===== src/rtl/mem_io_arbiter_pkg.sv =====
// mem_io_arbiter_pkg: shared constants and types for the data-memory / IO bus arbiter
package mem_io_arbiter_pkg;
    localparam logic [21:0] IO_BASE      = 22'h3FFFFF;
    localparam logic [31:0] LED_ADDR_DEF = 32'hFFFF_FC60;
    localparam logic [31:0] SW_ADDR_DEF  = 32'hFFFF_FC70;
    typedef enum logic [1:0] {IDLE, ACCESS, RDATA} state_t;
    typedef enum logic [1:0] {CLS_MEM, CLS_LED, CLS_SW, CLS_UNMAPPED} cls_t;
    typedef enum logic {OWN_CPU, OWN_UART} own_t;
endpackage


===== src/rtl/io_addr_decode.sv =====
// io_addr_decode: classifies a bus access as memory, LED write, switch read or unmapped IO
module io_addr_decode
    import mem_io_arbiter_pkg::*;
#(
    parameter logic [31:0] LED_ADDR = LED_ADDR_DEF,
    parameter logic [31:0] SW_ADDR  = SW_ADDR_DEF
) (
    input  logic [31:0] addr,
    input  logic        we,
    output cls_t        cls
);
    // writes to the switch and reads of the LED register fall through to unmapped
    assign cls = (addr[31:10] != IO_BASE)       ? CLS_MEM :
                 (we && addr == LED_ADDR)       ? CLS_LED :
                 (!we && addr == SW_ADDR)       ? CLS_SW  : CLS_UNMAPPED;
endmodule


===== src/rtl/mem_io_arbiter.sv =====
// mem_io_arbiter: round-robin arbiter and access sequencer for the shared RAM / IO bus
module mem_io_arbiter
    import mem_io_arbiter_pkg::*;
#(
    parameter int          MEM_AW   = 14,
    parameter logic [31:0] LED_ADDR = LED_ADDR_DEF,
    parameter logic [31:0] SW_ADDR  = SW_ADDR_DEF
) (
    input  logic              clock,
    input  logic              rst_n,
    input  logic              c_req,
    input  logic              c_we,
    input  logic [31:0]       c_addr,
    input  logic [31:0]       c_wdata,
    output logic              c_ack,
    output logic [31:0]       c_rdata,
    input  logic              u_req,
    input  logic              u_we,
    input  logic [31:0]       u_addr,
    input  logic [31:0]       u_wdata,
    output logic              u_ack,
    output logic [31:0]       u_rdata,
    input  logic              u_lock,
    output logic              mem_en,
    output logic              mem_we,
    output logic [MEM_AW-1:0] mem_addr,
    output logic [31:0]       mem_wdata,
    input  logic [31:0]       mem_rdata,
    output logic              led_we,
    output logic [15:0]       led_wdata,
    output logic              sw_re,
    input  logic [15:0]       sw_rdata
);
    state_t      state;
    own_t        owner, last, win;
    cls_t        cls, w_cls;
    logic        rd_pend, c_elig, u_elig, w_we, done;
    logic [31:0] w_addr, w_wdata, rdata;

    // the loader lock masks the CPU; on a tie the side not served last wins
    assign c_elig  = c_req && !u_lock;
    assign u_elig  = u_req;
    assign win     = (c_elig && u_elig) ? (last == OWN_CPU ? OWN_UART : OWN_CPU) :
                     (c_elig ? OWN_CPU : OWN_UART);
    assign w_we    = (win == OWN_CPU) ? c_we    : u_we;
    assign w_addr  = (win == OWN_CPU) ? c_addr  : u_addr;
    assign w_wdata = (win == OWN_CPU) ? c_wdata : u_wdata;

    io_addr_decode #(.LED_ADDR(LED_ADDR), .SW_ADDR(SW_ADDR)) u_dec (
        .addr(w_addr),
        .we  (w_we),
        .cls (w_cls)
    );

    // grant in IDLE, present registered bus strobes for exactly the ACCESS cycle
    always_ff @(posedge clock or negedge rst_n) begin
        if (!rst_n) begin
            state     <= IDLE;
            owner     <= OWN_CPU;
            last      <= OWN_UART;
            cls       <= CLS_MEM;
            rd_pend   <= 1'b0;
            mem_en    <= 1'b0;
            mem_we    <= 1'b0;
            mem_addr  <= '0;
            mem_wdata <= '0;
            led_we    <= 1'b0;
            led_wdata <= '0;
            sw_re     <= 1'b0;
        end else begin
            case (state)
                IDLE: if (c_elig || u_elig) begin
                    state     <= ACCESS;
                    owner     <= win;
                    last      <= win;
                    cls       <= w_cls;
                    rd_pend   <= (w_cls == CLS_MEM) && !w_we;
                    mem_en    <= (w_cls == CLS_MEM);
                    mem_we    <= (w_cls == CLS_MEM) && w_we;
                    mem_addr  <= (w_cls == CLS_MEM) ? w_addr[MEM_AW+1:2] : '0;
                    mem_wdata <= (w_cls == CLS_MEM && w_we) ? w_wdata : '0;
                    led_we    <= (w_cls == CLS_LED);
                    led_wdata <= (w_cls == CLS_LED) ? w_wdata[15:0] : '0;
                    sw_re     <= (w_cls == CLS_SW);
                end
                ACCESS: begin
                    state     <= rd_pend ? RDATA : IDLE;
                    mem_en    <= 1'b0;
                    mem_we    <= 1'b0;
                    mem_addr  <= '0;
                    mem_wdata <= '0;
                    led_we    <= 1'b0;
                    led_wdata <= '0;
                    sw_re     <= 1'b0;
                end
                default: state <= IDLE;
            endcase
        end
    end

    // ack and read data are decoded from registered state only; non-owners see zero
    assign done    = (state == RDATA) || (state == ACCESS && !rd_pend);
    assign rdata   = (state == RDATA) ? mem_rdata :
                     (state == ACCESS && cls == CLS_SW) ? {16'h0, sw_rdata} : '0;
    assign c_ack   = done && owner == OWN_CPU;
    assign u_ack   = done && owner == OWN_UART;
    assign c_rdata = c_ack ? rdata : '0;
    assign u_rdata = u_ack ? rdata : '0;
endmodule


===== config.mk =====
export PLATFORM = sky130hd
export DESIGN_NAME = mem_io_arbiter
export DESIGN_NICKNAME = d
export VERILOG_FILES = /design/src/rtl/mem_io_arbiter_pkg.sv /design/src/rtl/io_addr_decode.sv /design/src/rtl/mem_io_arbiter.sv
export SDC_FILE = /design/constraint.sdc
export NUM_CORES = 1
export LEC_CHECK = 0
export CAP_MARGIN = 30
export CORE_AREA = 2 2 122 124
export CTS_CLUSTER_DIAMETER = 60
export DETAILED_ROUTE_END_ITERATION = 7
export DIE_AREA = 0 0 124 126
export PLACE_DENSITY = 0.66
export SYNTH_ARGS = -nofsm -noshare
export SYNTH_HDL_FRONTEND = slang
export SYNTH_SLANG_ARGS = --single-unit

===== constraint.sdc =====
create_clock -name clock -period 4.2 [get_ports clock]
set_input_delay 0.42 -clock clock [delete_from_list [all_inputs] [get_ports clock]]
set_output_delay 0.42 -clock clock [all_outputs]
set_load 0.05 [all_outputs]

==> results by group <==
CTS
  • TritonCTS Sinks: 73
  • Setup Fix Bufs, Post-CTS: 0
  • Num CTS Buffers: 9
  • Root buffer cell: clkbuf_16
  • Hold bufs inserted after CTS: 0
  • H-tree lvl count: 3
  • CTS tree: yes
  • Clk Latency, worst-skew pair: around 0.33 ns
  • Cts repair resizes: 0
  • Worst-path clk slew: 0.06 ns
  • CTS Buffer Depth: 2

Floorplan
  • Die Y: 126 um
  • Site row count: 44
  • # IOs: 315
  • Die Area: 15,620 um^2
  • Die Wd: 124 um
  • Core Area: 14,310 um^2
  • Initial Utilization: 0.2778

Timing
  • RSZ-0062 raised after global routing: no
  • Fin. max-slew vios: 0
  • Fin crit share: 0.8339
  • Setup Viol. Count Final: 0
  • Hold Vio Cnt, Final: 0
  • Slew Limit Headroom: 0.3357
  • Max Fclk: 285.5 MHz
  • Tightest Pin Transition: 0.9922 ns
  • Setup TNS: 0 ns
  • Period minus WS final: 3.502 ns
  • Fin Clk Skew: 0.01157 ns

Setup path
  • Req. time, crit path: between 3 and 4 ns
  • Worst Path Arrival: 3.08 ns
  • Crit end category: output port
  • Setup Crit Path Kind: register to output port
  • Worst-path fanout max: 16
  • CP Launch Type: register

Synthesis
  • Distinct cells, synth: 48
  • Count leader, synth: dfrtp_1
  • Syn nets: 606
  • Post-synth EDFFs: 0
  • Avg Synthesized Cell Area: 9.400 um^2
  • Register bit total from synthesis: 73
  • Post-Syn Instances: 423
  • Yosys top cell area share: 0.4531
  • Warnings from Yosys: 0
  • Top cells by count, synth: dfrtp_1, nand2_1, o21ai_0, mux2i_1, nor2_1
  • Top cells by area, synth: dfrtp_1, mux2i_1, nand2_1
  • Register area share after synthesis: 0.4597
  • Ys flop type: dfrtp_1
  • Synth area leader: dfrtp_1
  • FFs w/ async S/R, synth: 1.000
  • Mapped Area: 3976 um^2

Layout
  • Area grow syn2layout: 90.43%
  • Final #Nets: 911
  • Fin area: 7572 um^2
  • Finished Layout Cells: 916
  • Ant. Diodes: 0
  • Share of layout cells above drive strength 1: 0.06831

Routing
  • Vias: approximately 4,400
  • Post-DRT Antenna Nets: 0
  • Post-route DRC: 0
  • Vias per std cell: 4.781
  • WL/cell: 18.13 um
  • Final wirelength: 16,610 um
  • Drt first-iter violations: 171
  • 1st-pass router iterations: 4

GRT
  • Initial antenna violation count: 0
  • Pin count of the biggest net entering global routing: 74
  • Vias in the first global route: 4,618
  • GRT Overall Usage: 0.2061
  • First-pass GRT wire length: between 20,000 and 25,000 um
  • Grt total ovfl: 0

Placed design
  • Gpl congestion: 0.8624
  • Dpl cells: 899
  • Area after DPL: 7242 um^2
  • PortBufs: 314
  • Post-detail-place hpwl: 13,350 um

Outcome
  • Status: complete, no violations

Pwr
  • Cell Pwr Density: 507.1 nW/um^2
  • Worst vdd ir: approximately 0.38 mV
  • Lkg Pwr: 3.142 nW

Min path
  • Worst hold-check path type: input pin to async pin

Run
  • Max_cap viols: 0
## per-stage QoR
stage	hold slack [ns]	utilization	setup slack [ns]	total power (W)
final	0.4273	0.5290	0.6976	0.003840
after floorplan	0.1244	-	1.788	0.002269
after CTS	0.2614	0.5264	0.7030	0.003869
after detailed placement	0.4639	0.5059	1.013	0.003100
after global routing	0.4340	0.5290	0.5607	0.004016
after global placement	0.4615	0.5049	1.147	0.003058
## layer usage
layer	up-vias	track usage	part of all wire	wire length [um]
li1	2102	-	-	-
met3	29	0.05208	0.084	1390
met2	199	0.3872	0.53	8731
met1	2049	0.2101	0.35	5874
met5	-	0	0	0
met4	0	0.09253	0.037	614
## state kept, by name, summed over array words and instances, names as in the netlist, 2 cells and up
name,count
state,2
led_wdata,16
mem_wdata,32
cls,2
mem_addr,14
## final cells by class
class / instances / area, um^2
multi-input combinational: 318 / 1983
inverter: 4 / 15.01
clock buffer: 9 / 225.2
tap: 184 / 230.2
fill: 1332 / 6741
sequential: 73 / 1828
timing repair buffer: 322 / 3223
clock inverter: 6 / 67.56
## worst paths after layout
path / start / endpoint / slack (ns) / cells past startpoint
max: state[1] / u_rdata[10] / 0.70 / 5
min: rst_n / led_wdata[15] / 0.43 / 2
max reg2reg: last / mem_wdata[20] / 1.56 / 6
min reg2reg: led_we / led_we / 0.47 / 2
max in group asynchronous: rst_n / last / 3.20 / 3
min in group clock: led_we / led_we / 0.47 / 2
## cell usage in the layout (no fill, tap or decap), drive strengths merged, types with 2 or more instances in the layout
cell type and count:
a21oi 3, a22oi 16, and2 18, and3 16, buf 8, clkbuf 9, clkdlybuf4s50 313, clkinvlp 2
dfrtp 72, inv 6, mux2i 47, nand2 71, nand2b 2, nand3 3, nand3b 2, nand4 9
nor2 39, nor2b 4, nor3 3, nor3b 2, nor4b 2, o21ai 62, o31ai 5
## cell families (layout without fill, tap and decap cells)
family,after synthesis,in the layout,share of synthesized area
multiplexers,48,48,0.1243
buffers and inverters,32,341,0.04405
flip-flops,73,73,0.4597
AO/OA/AOI/OAI,94,94,0.1548
AND/OR/NAND/NOR,176,176,0.2171
## worst max-delay path, stage by stage (launching register included)
cell	delay, ns
dfrtp_1	0.40
nand2b_1	0.21
nor3b_2	0.82
a22oi_1	0.22
nor2_1	0.19
clkdlybuf4s50_1	0.93
## report_power, final
group	internal, W	leakage, nW	switching (W)	total (W)
combinational	0.000697	2.04	0.00136	0.00206
sequential	0.000893	0.967	0.000128	0.00102
clock	0.000460	0.138	0.000302	0.000762
Note: power is estimated with default switching activity, not from simulation.
